$ cat config.mk
export PLATFORM = sky130hd
export DESIGN_NAME = wfg_drive_spi_flat
export DESIGN_NICKNAME = d
export VERILOG_FILES = /design/src/rtl/wfg_drive_spi_if.sv /design/src/rtl/wfg_drive_spi.sv /design/src/flat_wrapper.sv
export SDC_FILE = /design/constraint.sdc
export NUM_CORES = 1
export LEC_CHECK = 0
export ABC_AREA = 1
export ABC_CLOCK_PERIOD_IN_PS = 2300
export BUFFER_PORTS_ARGS = -buffer_cell sky130_fd_sc_hd__buf_2
export CAP_MARGIN = 20
export CORE_UTILIZATION = 25
export CTS_CLUSTER_DIAMETER = 100
export DETAILED_ROUTE_END_ITERATION = 16
export PLACE_DENSITY = 0.46
export SLEW_MARGIN = 20
export SYNTH_ARGS = -nofsm -noshare
export SYNTH_HDL_FRONTEND = slang
export SYNTH_SLANG_ARGS = --single-unit
$ cat constraint.sdc
create_clock -name clk -period 2.3 [get_ports clk]
set_clock_uncertainty 0.2 [all_clocks]
set_input_delay 0.69 -clock clk [delete_from_list [all_inputs] [get_ports clk]]
set_output_delay 0.69 -clock clk [all_outputs]
set_load 0.005 [all_outputs]
$ cat src/rtl/wfg_drive_spi_if.sv
// AXI-Stream sample channel carrying 18-bit signed samples from a wfg_stim_* source
// into wfg_drive_spi.
interface wfg_drive_spi_if;
  logic        tready;
  logic        tvalid;
  logic [17:0] tdata;

  modport master (
    output tvalid,
    output tdata,
    input  tready
  );

  modport slave (
    input  tvalid,
    input  tdata,
    output tready
  );
endinterface

$ cat src/rtl/wfg_drive_spi.sv
// AXI-Stream sink that serialises one sign-extended sample per frame as a TX-only
// CPHA=0 SPI master toward an external DAC. All pin outputs are registered.
module wfg_drive_spi #(
  parameter int unsigned DIV_W = 8
) (
  input  logic              clk,
  input  logic              rst_n,
  wfg_drive_spi_if.slave    stim_s,
  input  logic              ctrl_en_q_i,
  input  logic              ctrl_cpol_q_i,
  input  logic              ctrl_lsbfirst_q_i,
  input  logic [1:0]        ctrl_dff_q_i,
  input  logic [DIV_W-1:0]  clkcfg_div_q_i,
  output logic              spi_sclk_o,
  output logic              spi_cs_o,
  output logic              spi_sdo_o
);

  typedef enum logic [1:0] {
    IDLE,
    CS_SETUP,
    SHIFT,
    CS_HOLD
  } state_e;

  state_e           state_q, state_d;
  logic [DIV_W-1:0] cnt_q, cnt_d;
  logic             half_q, half_d;
  logic [4:0]       bitcnt_q, bitcnt_d;
  logic [31:0]      data_q, data_d;
  logic             lsb_q, lsb_d;
  logic [1:0]       dff_q, dff_d;
  logic [DIV_W-1:0] div_q, div_d;
  logic             cpol_q, cpol_d;
  logic             tready_q, tready_d;
  logic             cs_q, cs_d;
  logic             sclk_q, sclk_d;
  logic             sdo_q, sdo_d;
  logic             handshake;
  logic             cnt_done;
  logic [31:0]      sample_ext;

  function automatic logic [31:0] sign_ext(input logic [17:0] s);
    return {{14{s[17]}}, s};
  endfunction

  function automatic logic [4:0] last_bit(input logic [1:0] dff);
    return {dff, 3'b111};
  endfunction

  // The bit counter always runs N-1 downto 0; LSB-first mirrors it into the word.
  function automatic logic pick_bit(input logic [31:0] w, input logic lsb,
                                    input logic [1:0] dff, input logic [4:0] b);
    logic [4:0] idx;
    idx = lsb ? (last_bit(dff) - b) : b;
    return w[idx];
  endfunction

  assign handshake  = stim_s.tvalid & tready_q;
  assign cnt_done   = (cnt_q == div_q);
  assign sample_ext = sign_ext(stim_s.tdata);

  always_comb begin
    state_d  = state_q;
    cnt_d    = cnt_q;
    half_d   = half_q;
    bitcnt_d = bitcnt_q;
    data_d   = data_q;
    lsb_d    = lsb_q;
    dff_d    = dff_q;
    div_d    = div_q;
    cpol_d   = cpol_q;
    tready_d = 1'b0;
    cs_d     = cs_q;
    sclk_d   = sclk_q;
    sdo_d    = sdo_q;

    case (state_q)
      IDLE: begin
        tready_d = ctrl_en_q_i;
        cs_d     = 1'b1;
        sdo_d    = 1'b0;
        sclk_d   = ctrl_cpol_q_i;
        if (handshake) begin
          data_d   = sample_ext;
          lsb_d    = ctrl_lsbfirst_q_i;
          dff_d    = ctrl_dff_q_i;
          div_d    = clkcfg_div_q_i;
          cpol_d   = ctrl_cpol_q_i;
          state_d  = CS_SETUP;
          cnt_d    = '0;
          half_d   = 1'b0;
          bitcnt_d = last_bit(ctrl_dff_q_i);
          tready_d = 1'b0;
          cs_d     = 1'b0;
          sdo_d    = pick_bit(sample_ext, ctrl_lsbfirst_q_i, ctrl_dff_q_i,
                              last_bit(ctrl_dff_q_i));
        end
      end

      CS_SETUP: begin
        if (cnt_done) begin
          state_d = SHIFT;
          cnt_d   = '0;
          half_d  = 1'b0;
        end else begin
          cnt_d = cnt_q + DIV_W'(1);
        end
      end

      // First half of each bit holds sclk at idle, second half drives the leading level.
      SHIFT: begin
        if (cnt_done) begin
          cnt_d = '0;
          if (!half_q) begin
            half_d = 1'b1;
            sclk_d = ~cpol_q;
          end else begin
            half_d = 1'b0;
            sclk_d = cpol_q;
            if (bitcnt_q == 5'd0) begin
              state_d = CS_HOLD;
            end else begin
              bitcnt_d = bitcnt_q - 5'd1;
              sdo_d    = pick_bit(data_q, lsb_q, dff_q, bitcnt_q - 5'd1);
            end
          end
        end else begin
          cnt_d = cnt_q + DIV_W'(1);
        end
      end

      CS_HOLD: begin
        if (cnt_done) begin
          state_d  = IDLE;
          cnt_d    = '0;
          cs_d     = 1'b1;
          sdo_d    = 1'b0;
          sclk_d   = ctrl_cpol_q_i;
          tready_d = ctrl_en_q_i;
        end else begin
          cnt_d = cnt_q + DIV_W'(1);
        end
      end

      default: begin
        state_d = IDLE;
        cs_d    = 1'b1;
        sdo_d   = 1'b0;
      end
    endcase
  end

  always_ff @(posedge clk or negedge rst_n) begin
    if (!rst_n) begin
      state_q  <= IDLE;
      cnt_q    <= '0;
      half_q   <= 1'b0;
      bitcnt_q <= '0;
      data_q   <= '0;
      lsb_q    <= 1'b0;
      dff_q    <= '0;
      div_q    <= '0;
      cpol_q   <= 1'b0;
      tready_q <= 1'b0;
      cs_q     <= 1'b1;
      sclk_q   <= 1'b0;
      sdo_q    <= 1'b0;
    end else begin
      state_q  <= state_d;
      cnt_q    <= cnt_d;
      half_q   <= half_d;
      bitcnt_q <= bitcnt_d;
      data_q   <= data_d;
      lsb_q    <= lsb_d;
      dff_q    <= dff_d;
      div_q    <= div_d;
      cpol_q   <= cpol_d;
      tready_q <= tready_d;
      cs_q     <= cs_d;
      sclk_q   <= sclk_d;
      sdo_q    <= sdo_d;
    end
  end

  assign stim_s.tready = tready_q;
  assign spi_sclk_o    = sclk_q;
  assign spi_cs_o      = cs_q;
  assign spi_sdo_o     = sdo_q;

endmodule
$ cat src/flat_wrapper.sv
// flat-port wrapper written by rule: the top's interface ports become plain ports
module wfg_drive_spi_flat 
#(
  parameter int unsigned DIV_W = 8
)
  (clk, rst_n, ctrl_en_q_i, ctrl_cpol_q_i, ctrl_lsbfirst_q_i, ctrl_dff_q_i, clkcfg_div_q_i, spi_sclk_o, spi_cs_o, spi_sdo_o, stim_s_tvalid, stim_s_tdata, stim_s_tready);
  wfg_drive_spi_if stim_s_i ();
  input  logic clk;
  input  logic rst_n;
  input  logic ctrl_en_q_i;
  input  logic ctrl_cpol_q_i;
  input  logic ctrl_lsbfirst_q_i;
  input  logic [1:0] ctrl_dff_q_i;
  input  logic [DIV_W-1:0] clkcfg_div_q_i;
  output logic spi_sclk_o;
  output logic spi_cs_o;
  output logic spi_sdo_o;
  input wire logic [$bits(stim_s_i.tvalid)-1:0] stim_s_tvalid;
  input wire logic [$bits(stim_s_i.tdata)-1:0] stim_s_tdata;
  output wire logic [$bits(stim_s_i.tready)-1:0] stim_s_tready;
  assign stim_s_i.tvalid = stim_s_tvalid;
  assign stim_s_i.tdata = stim_s_tdata;
  assign stim_s_tready = stim_s_i.tready;
  wfg_drive_spi #(.DIV_W(DIV_W)) u_core (.clk(clk), .rst_n(rst_n), .stim_s(stim_s_i), .ctrl_en_q_i(ctrl_en_q_i), .ctrl_cpol_q_i(ctrl_cpol_q_i), .ctrl_lsbfirst_q_i(ctrl_lsbfirst_q_i), .ctrl_dff_q_i(ctrl_dff_q_i), .clkcfg_div_q_i(clkcfg_div_q_i), .spi_sclk_o(spi_sclk_o), .spi_cs_o(spi_cs_o), .spi_sdo_o(spi_sdo_o));
endmodule
**After elaboration in Yosys (flattened, before gate mapping)**

Cells that the tools add are included.

- Add/subtract/negate cells: 4
- Multiply operators: 0
- Divide/modulo/power cells: 0
- $lt $le $gt $ge: 2
- Equal/unequal tests: 11
- Shift operators: 0
- Mux-type cells: 41
- Bitwise gates (word level): 2
- Reductions and logical operators: 14

Operators by type and width:

| cell | count |
|---|---|
| $mux W5 | 6 |
| $mux W1 | 17 |
| $mux W8 | 2 |
| $pmux W8 S2 | 1 |
| $lt A5 B6 Y1 const B | 2 |
| $mux W2 | 6 |
| $ne A2 B1 Y1 const B | 6 |
| $bmux W1 S5 | 2 |
| $pmux W5 S2 | 1 |
| $reduce_and A5 Y1 | 2 |
| $sub A5 B5 Y5 | 2 |
| $pmux W1 S3 | 3 |
| $add A8 B1 Y8 const B | 1 |
| $eq A8 B8 Y1 | 1 |
| $pmux W2 S4 | 1 |
| $reduce_and A6 Y1 | 1 |
| $reduce_bool A3 Y1 | 2 |
| $logic_not A5 Y1 | 1 |
| $sub A5 B1 Y5 const B | 1 |
| $eq A2 B2 Y1 const B | 2 |
| $pmux W1 S2 | 2 |
| $reduce_and A2 Y1 | 2 |
| $reduce_and A4 Y1 | 1 |
| $reduce_bool A2 Y1 | 2 |
| other kinds (7) | 7 |

- Register bits after elaboration: 50
- Bits in latches: 0
- RAM bits: 0
- Memory bits (read-only): 0
- Input port bits: 34
- Output and inout bits: 4
- Logic and storage cells: 87
- Memories: 0

**Logic depth before layout (Yosys ltp)**

Gate-level depths: netlist (run 1).

- Word-level depth: 9
- Depth in mapped cells: 15

**Worst setup path after synthesis (run 1)**

Ideal clock, no wire load.

- Kind: input -> register
- Start point: input stim_s_tvalid
- End point: register u_core.bitcnt_q[3]
- Arrival time: 1,541 ps
- Required time: 1,970 ps
- Setup slack: 429 ps
- Stages: 8
- Buffers on the path: 0
- Cell sequence: nand2_1 > inv_1 > nor2_1 > inv_1 > nand3_1 > nor2_4 > o211ai_1 > o21ai_0

- Longest elaborated chain between the ends: 3

Ends and longest elaborated chain:

| item | RTL line | text |
|---|---|---|
| start, declared | flat_wrapper.sv:18 | `input wire logic [$bits(stim_s_i.tvalid)-1:0] stim_s_tvalid;` |
| $and A1 B1 Y1 | wfg_drive_spi.sv:59 | `assign handshake = stim_s.tvalid & tready_q;` |
| $ne A2 B1 Y1 (no line) | - |  |
| $reduce_and A5 Y1 (no line) | - |  |
| end signal, assigned | wfg_drive_spi.sv:173 | `bitcnt_q <= bitcnt_d;` |
| end, declared | wfg_drive_spi.sv:29 | `logic [4:0] bitcnt_q, bitcnt_d;` |

No other way between the ends.
A chain may end at the register's enable or synchronous reset.

**Worst setup path after layout (run 1)**

- Start point: register u_core.state_q[1]
- End point: register u_core.bitcnt_q[3]

- Longest elaborated chain between the ends: 3

Ends and longest elaborated chain:

| item | RTL line | text |
|---|---|---|
| start, declared | wfg_drive_spi.sv:26 | `state_e state_q, state_d;` |
| start signal, assigned | wfg_drive_spi.sv:170 | `state_q <= state_d;` |
| $eq A2 B2 Y1 / $logic_not A2 Y1 (equally long branches) | wfg_drive_spi.sv:78 | `case (state_q)` |
| $ne A2 B2 Y1 (no line), or another cell as far along | - |  |
| $reduce_and A5 Y1 (no line) | - |  |

Parallel ways exist; a longest one is shown, timed or not.

==> metrics, run 1 <==
status finished clean; unrepaired setup endpoints after global routing false; chip width between 100 and 150 um; most common cell in the netlist nand2_1; Crit Reg-Reg Startpoint u_core.state_q[1]$_DFFE_PN0P_; post-DR vias/cell around 4.2; Tmin final 2030 ps; vias post-DR 2353; Yosys reg bits 50; crit end category flop; Ys Warns 0; syn nets 414; IO buf count 37; CP required 2290 ps; clock buffer depth 2; initial antenna violation count 0; area leader, netlist dfrtp_1; antenna viol nets, final 0; Critical Path Start u_core.state_q[1]$_DFFE_PN0P_; Hold Path Class input port to async pin; final slew viol count 0; Cell Rows 37; Gate Count Post-Synth 372; Ports 38; Peak Freq 0.493 GHz; Arr. time, crit path 2020 ps; DRT Wirelength 6430 um; post-synthesis sequential area ratio 46.0%; drc violations 0; FFs w/ async S/R, synth between 90% and 100%; RePlAce Congestion 0.842; Slew @ Worst Pin between 300 and 400 ps; PwrDens 486 nW/um2; Primary FF master, synth dfrtp_1; maximum VDD drop 0.193 mV; Final Hold Viols 0; vias in the first global route between 2000 and 2500; DRT iter0 DRCs 94; Die Ht 106 um; ranking of synthesized cells by instance count 149 x nand2_1, 49 x dfrtp_1, 36 x inv_1; hold_ws between 30 and 40 ps; post-layout util 31.0%; Area growth syn-to-layout 18.8%; number of clock sinks 50; Worst Reg-to-Reg Cells 9; TNS Setup 0 ps; GR Overflow Total 0; HPWL after DPL between 4000 and 5000 um; Placed Cells 547; H-tree depth 2; Core Area about 10000 um2; first-pass GRT wire length around 11000 um; DR pass1 iterations 4; type of origin of the critical path flop; non-filler cells, final 555; final setup fails 0; Area contributors post-synth dfrtp_1 45%, nand2_1 21%, nand3_1 5.9%; post-synthesis cell area 2720 um2; fin crit share around nine tenths; nets 460; post-cts resize count 0; post-DR wirelength/cell 11.6 um; Max-slew headroom ~76%; CTS tree yes; CP max FO 10; Clk pin slew, worst setup/hold paths 100 ps; Synth cell types 26; largest net degree at the start of global routing 21; CTS Buf Count 5; Crit Path Class flop to flop; GRT Util Overall 12.7%; Starting Density 26.1%; Skew-Pair Late Insertion Delay 310 ps; # hold bufs at CTS 0; clock tree root buffer cell clkbuf_8; postcts setup bufs 0; Leak 0.00169 uW; Post-synth EDFFs 0; total inserted antenna cells 0; Synth top area share 45.1%; max_cap viols 0; Post-Syn Area per Cell around 7.3 um2; die area 11300 um2; layout cells sized above 1 16.9%
[cells by family after synthesis]
logic type,synth area share [%]
DFF,46.0
adders and majority gates,3.68
xor gates and xnor gates,2.57
and+or+nand+nor,33.4
AOI/OAI and AO/OA,7.54
buffers and inverters,6.76
[through the flow]
step	cell area (um2)	setup WS [ps]	power [uW]
floorplan	2720	429	901
global placement	3120	211	959
detailed placement	3120	132	959
CTS	3230	246	1610
global route	3230	1.04	1640
finish	3230	271	1570
[worst paths after layout]
kind / to / slack (ps)
max: u_core.bitcnt_q[3]$_DFFE_PN0P_ / 270
min: u_core.cnt_q[7]$_DFFE_PN0P_ / 40
max reg2reg: u_core.bitcnt_q[3]$_DFFE_PN0P_ / 270
min reg2reg: u_core.data_q[8]$_DFFE_PN0P_ / 280
max in group asynchronous: u_core.spi_cs_o$_DFFE_PN1P_ / 1310
min in group clk: u_core.data_q[8]$_DFFE_PN0P_ / 280
[state kept, by name (all words and copies together), names as in the netlist]
| signal | flops |
|---|---|
| u_core.data_q | 18 |
| u_core.cnt_q | 8 |
| u_core.div_q | 8 |
| u_core.bitcnt_q | 5 |
| u_core.dff_q | 2 |
| u_core.state_q | 2 |
| u_core.cpol_q | 1 |
| u_core.half_q | 1 |
| u_core.lsb_q | 1 |
| u_core.spi_cs_o | 1 |
| u_core.spi_sclk_o | 1 |
| u_core.spi_sdo_o | 1 |
| u_core.stim_s.tready | 1 |
[metal layers]
layer / global-route usage (%) / part of all wire [%] / up-vias
met2: 20.8 / 45 / 30
li1: - / - / 1254
met5: 0 / 0 / -
met4: 2.98 / 1.0 / 0
met3: 2.76 / 3.4 / 8
met1: 16.9 / 50 / 1061
[final cells by class]
class	instances	area, um2
fill	1156	7180
multi-input combinational	274	1280
sequential	50	1250
timing repair buffer	45	258
tap	136	170
inverter	42	158
clock buffer	5	68.8
clock inverter	3	40.0
[layout by cell type, fill, tap and decap left out, types with 6 or more instances in the layout]
| cell type | instances |
|---|---|
| nand2_2 | 6 |
| inv_1 | 36 |
| dfrtp_1 | 49 |
| a21oi_1 | 9 |
| ha_1 | 8 |
| o21ai_0 | 23 |
| buf_2 | 37 |
| nand2_1 | 149 |
| nor2_1 | 23 |
| nand3_1 | 32 |
| buf_4 | 7 |
[report_power, final]
part / internal, uW / switching (uW)
registers: 878 / 0
clock network: 321 / 312
logic: 27.0 / 33.4
[critical path, stage by stage, from the launching register on]
cell	delay, ps
dfrtp_1	400
inv_1	160
ha_1	190
inv_1	70
nor2_1	280
inv_1	180
nand3_1	160
nor2_4	80
o211ai_1	80
o21ai_0	110
Note: power is estimated with default switching activity, not from simulation.
==> inputs of run 2 (changes only) <==
ABC_CLOCK_PERIOD_IN_PS = 1800   (was 2300)
PLACE_DENSITY = 0.48   (was 0.46)
clock period = 1.8 ns   (was 2.3 ns; I/O delays follow)
==> run 2 against run 1 <==
Effect of this change:
- final cell count grew 6.7%
- register-to-register slack worse by 370 ps
- utilization grew 4.1 points
- sequential power grew 28%
- combinational power up 24%
- flip-flop and latch count is the same
- critical path depth rose by 5
- the run now ends with setup timing left
- global-route usage rose by 0.37 points
- clock power up 11%
- routed wire length grew 9.7%
- power increased by 21%
- via count up 9.5%
==> metrics, run 2 (same netlist as run 1, synthesis figures left out) <==
status complete, but fails checks; violated checks setup timing; r2r setup slk -100 ps; DRT iter0 DRCs a little under 80; Crit path largest cell delay 400 ps; unrepaired setup endpoints after global routing true; DR pass1 iterations 4; GRT Util Overall 13.0%; H-tree depth 2; post-DR wirelength/cell 11.9 um; Die Ht 106 um; CTS Buf Count 5; HPWL after DPL a little over 5000 um; layout cells sized above 1 about 32%; final slew viol count 0; clock buffer depth 2; Final Hold Viols 0; Hold Path Class input port to async pin; sw frac 24.3%; type of origin of the critical path flop; final setup fails 1; GR Overflow Total 0; fin crit share 106%; CTS tree yes; Largest register FFs 18; Clk pin slew, worst setup/hold paths 110 ps; Arr. time, crit path 1890 ps; met3 Use GR roughly 2.5%; Core Area 10400 um2; CP required 1790 ps; clock power share 36.9%; initial antenna violation count 0; hold_ws approximately 4.6 ps; chip width between 100 and 150 um; die area 11300 um2; nets slightly below 500; max_cap viols 0; final worst setup slack -99.2 ps; maximum VDD drop 0.303 mV; worst-path cell chain nor2_2, nand3_1, nand2_1, ha_2, nor2_1, nor2_1, nand2_1, nand3b_1, nand2_1, nand3_1, nand2_1, inv_2, nand2_2, a21oi_2; Slew @ Worst Pin 283 ps; Area growth syn-to-layout 34.6%; Leak around 0.0019 uW; PwrDens 518 nW/um2; sw power 461 uW; Max-slew headroom 80.9%; vias post-DR about 2600; Tmin final 1900 ps; drc violations 0; Cell Rows 37; Logic pwr share 3.9%; TNS Setup -99.2 ps; CP dominant cell by count nand2_1; antenna viol nets, final 0; vias in the first global route 2521; clock tree root buffer cell clkbuf_8; Skew-Pair Late Insertion Delay 310 ps; Crit Reg-Reg Startpoint u_core.bitcnt_q[2]$_DFFE_PN0P_; Critical Path Start u_core.bitcnt_q[2]$_DFFE_PN0P_; RePlAce Congestion approximately 0.8; number of clock sinks 50; total power between 1500 and 2000 uW; largest net degree at the start of global routing 51; Crit Path Class flop to flop; DRT Wirelength just over 7000 um; # hold bufs at CTS 0; Seq pwr share 59.2%; first-pass GRT wire length 11700 um; gr busiest metal met2; crit end category flop; IO buf count 37; commonest non-fill, non-tap cell in the layout nand2_1; Critical-path top delay cell dfrtp_1; Worst Reg-to-Reg Cells 14; post-DR vias/cell 4.35; biggest regs u_core.data_q (18), u_core.cnt_q (8), u_core.div_q (8); CP max FO 2; fillers about 1100; area of the multi-input gates 1440 um2; Peak Freq 0.527 GHz; Int Pwr 1440 uW; met1 usage 16.8%; Largest Register u_core.data_q; Ports 38; Starting Density 26.1%; Seq. cell area ~1300 um2; R2R Path End u_core.spi_sdo_o$_DFFE_PN0P_; global routing usage on met2 22.6%; total inserted antenna cells 0; commonest non-fill, non-tap cells in the layout 140 x nand2_1, 49 x dfrtp_1, 42 x buf_4, 37 x buf_2, 29 x nand3_1
==> run 2: cell types whose count changed in the layout (fill, tap and decap cells not counted), sizes merged <==
cell	delta
buf	+36
bufinv	-1
clkinv	-1
clkinvlp	+1
inv	+1
nor2	+1
==> run 2: layout make-up <==
| cell class | count | area share, % |
|---|---|---|
| repair buffers | 81 | 14.8 |
| flip-flops and latches | 50 | 34.2 |
| clock inverters | 3 | 0.683 |
| clock buffers | 5 | 1.88 |
| multi-input cells | 275 | 39.4 |
| inverters | 42 | 4.47 |
| well taps | 136 | 4.64 |
==> run 2: worst max-delay path by stage <==
stage / endpoint / slack, ps / cells after the start
6_report: u_core.spi_sdo_o$_DFFE_PN0P_ / -100 / 14
5_1_grt: u_core.spi_sdo_o$_DFFE_PN0P_ / -280 / 15
4_1_cts: u_core.spi_sdo_o$_DFFE_PN0P_ / -80 / 14
3_5_place_dp: u_core.bitcnt_q[3]$_DFFE_PN0P_ / -200 / 9
3_3_place_gp: u_core.spi_sdo_o$_DFFE_PN0P_ / -140 / 13
2_1_floorplan: u_core.bitcnt_q[3]$_DFFE_PN0P_ / 5 / 9
==> run 2: through the flow <==
| step | util (%) | area [um2] | cells | worst slack, ps |
|---|---|---|---|---|
| 2_1_floorplan | - | 2720 | 372 | 5.30 |
| 3_3_place_gp | 32.1 | 3340 | 574 | -143 |
| 3_5_place_dp | 32.1 | 3340 | 574 | -202 |
| 4_1_cts | 33.5 | 3490 | 584 | -81.6 |
| 5_1_grt | 35.2 | 3660 | 592 | -278 |
| 6_report | 35.2 | 3660 | 592 | -99.2 |
==> run 2: metal layers <==
metal  vias up  share of wire [%]  wire length (um)
met3         5                3.0               209
met4         0               0.65                46
met1      1203                 48              3370
met5         -                  0                 0
met2        35                 49              3430
li1       1333                  -                 -
==> run 2: what timing repair did <==
action | CTS | global route
pin swaps | 3 | 22
endpoints found under the setup margin | 14 | 30
buffers inserted | 1 | 9
gates cloned | 1 | 0
resized for setup | 13 | 41
==> run 2: power groups by stage <==
| stage | Sequential [uW] | Combinational, uW | Clock [uW] |
|---|---|---|---|
| global route | 1120 | 84.7 | 779 |
| finish | 1120 | 74.7 | 700 |
| CTS | 1120 | 77.9 | 735 |
| detailed placement | 1140 | 77.8 | 0 |
| global placement | 1140 | 76.5 | 0 |
| floorplan | 1140 | 5.80 | 0 |
==> run 2: critical path, delay by kind of cell (launching register included) <==
family                     cells  cell delay (ps)
and+or+nand+nor               11              940
buffers and inverters          1               30
adders and majority gates      1              170
DFF                            1              400
AOI/OAI and AO/OA              1               40
==> inputs of run 3 (changes only) <==
CORE_MARGIN = 2   (was default)
HOLD_SLACK_MARGIN = 0.06   (was default)
==> run 3 against run 2 <==
Effect of this change:
- the run still ends with setup timing left
- power is 1.4% higher
- first-iteration DRC count up 35%
- utilization is 0.26 points lower
- critical endpoint unchanged
- largest cell class unchanged
==> metrics, run 3 (same netlist as run 1, synthesis figures left out) <==
status complete, but fails checks; violated checks setup timing; final worst setup slack -82.0 ps; type of origin of the critical path flop; vias in the first global route about 2600; number of clock sinks 50; Largest register FFs 18; CTS tree yes; CTS Buf Count 5; Leak about 0.0019 uW; nets 509; Ports 38; Max-slew headroom 68.7%; Clk pin slew, worst setup/hold paths 100 ps; Tmin final between 1500 and 2000 ps; die area 11700 um2; commonest non-fill, non-tap cells in the layout 143 x nand2_1, 52 x buf_4, 49 x dfrtp_1, 37 x buf_2; pre-CTS WS -202 ps; drc violations 0; DRT iter0 DRCs 104; chip width 108 um; Core Area 10700 um2; vias post-DR approximately 2600; biggest regs u_core.data_q (18), u_core.cnt_q (8), u_core.div_q (8); Area growth syn-to-layout 37.8%; DRT Wirelength 7280 um; RePlAce Congestion 0.772; crit end category flop; first-pass GRT wire length 12500 um; layout cells sized above 1 about a third; final slew viol count 0; Hold Path Class input port to flop; IO buf count 37; clock tree root buffer cell clkbuf_8; R2R Path End u_core.spi_sdo_o$_DFFE_PN0P_; largest net degree at the start of global routing 23; antenna viol nets, final 0; final setup fails 1; fin crit share 105%; Largest Register u_core.data_q; Die Ht 108 um; Arr. time, crit path 1890 ps; Slew @ Worst Pin 469 ps; commonest non-fill, non-tap cell in the layout nand2_1; Critical Path Start u_core.bitcnt_q[1]$_DFFE_PN0P_; clock buffer depth 2; maximum VDD drop 0.258 mV; r2r setup slk -80 ps; Peak Freq 0.531 GHz; DR pass1 iterations 4; Starting Density 25.3%; GRT Util Overall 13.6%; GR Overflow Total 0; total inserted antenna cells 0; post-DR vias/cell 4.25; post-DR wirelength/cell 12.0 um; Crit Path Class flop to flop; Worst Reg-to-Reg Cells 14; PwrDens between 500 and 600 nW/um2; Cell Rows 38; H-tree depth 2; hold_ws roughly 220 ps; HPWL after DPL ~5500 um; CP required about 1800 ps; non-filler cells, final a little over 600; total power just under 2000 uW; unrepaired setup endpoints after global routing true; Critical Path End u_core.spi_sdo_o$_DFFE_PN0P_; max_cap viols 0; Skew-Pair Late Insertion Delay 320 ps; CP max FO 2; Placed Cells 588; Final Hold Viols 0; Crit Reg-Reg Startpoint u_core.bitcnt_q[1]$_DFFE_PN0P_; initial antenna violation count 0
[run 3: through the flow]
stage	TNS [ps]	utilization (%)	instance area, um2
2_1_floorplan	0	-	2720
3_3_place_gp	-1710	31.8	3420
3_5_place_dp	-1770	31.8	3420
4_1_cts	-45.8	33.8	3630
5_1_grt	-922	34.9	3750
6_report	-82.0	34.9	3750
[run 3: cell type report]
| type | count | area, um2 |
|---|---|---|
| clock buffer | 7 | 86.3 |
| timing repair buffer | 93 | 637 |
| clock inverter | 1 | 5.00 |
| fill | 1172 | 6990 |
| inverter | 42 | 159 |
| sequential | 50 | 1250 |
| tap | 140 | 175 |
| multi-input combinational | 275 | 1440 |
[run 3: what timing repair did]
item                       CTS  global route
buffers inserted             5             5
setup endpoints to repair   15            48
gates cloned                 1             0
resized for setup           20            30
hold endpoints to repair    12             0
hold buffers                 1             0
pin swaps                   19            14
[run 3: worst max-delay path, stage by stage, from the launching register on]
cell,delay (ps)
dfrtp_1,410
nor2_2,150
nand3_2,100
nand2_2,100
ha_4,140
nor2_2,30
nor2_1,80
nand2_1,60
nand3b_1,150
nand2_1,80
nand3_1,80
nand2_1,60
inv_1,30
nand2_1,60
a21oi_2,50
[run 3: metal layers]
layer  share of wire [%]  vias to the layer above  track usage (%)
li1                    -                     1355                -
met1                  48                     1192             17.7
met2                  47                       33             22.9
met3                 3.5                        7             2.89
met4                 1.2                        0             3.85
met5                   0                        -                0
[run 3: power by group]
group          switching (uW)  internal (uW)
Sequential                  0           1120
Clock                     408            312
Combinational            44.3           37.2
Total                     452           1470
[run 3: worst min path at each step]
stage                                      to  depth (start not counted)  slack [ps]                          start
5_1_grt         u_core.data_q[14]$_DFFE_PN0P_                          3         210               stim_s_tdata[14]
3_5_place_dp    u_core.data_q[14]$_DFFE_PN0P_                          2         260  u_core.data_q[14]$_DFFE_PN0P_
6_report        u_core.data_q[16]$_DFFE_PN0P_                          3         220               stim_s_tdata[16]
2_1_floorplan  u_core.bitcnt_q[0]$_DFFE_PN0P_                          0          40                          rst_n
4_1_cts         u_core.data_q[16]$_DFFE_PN0P_                          3         210               stim_s_tdata[16]
3_3_place_gp     u_core.data_q[6]$_DFFE_PN0P_                          2         260   u_core.data_q[6]$_DFFE_PN0P_
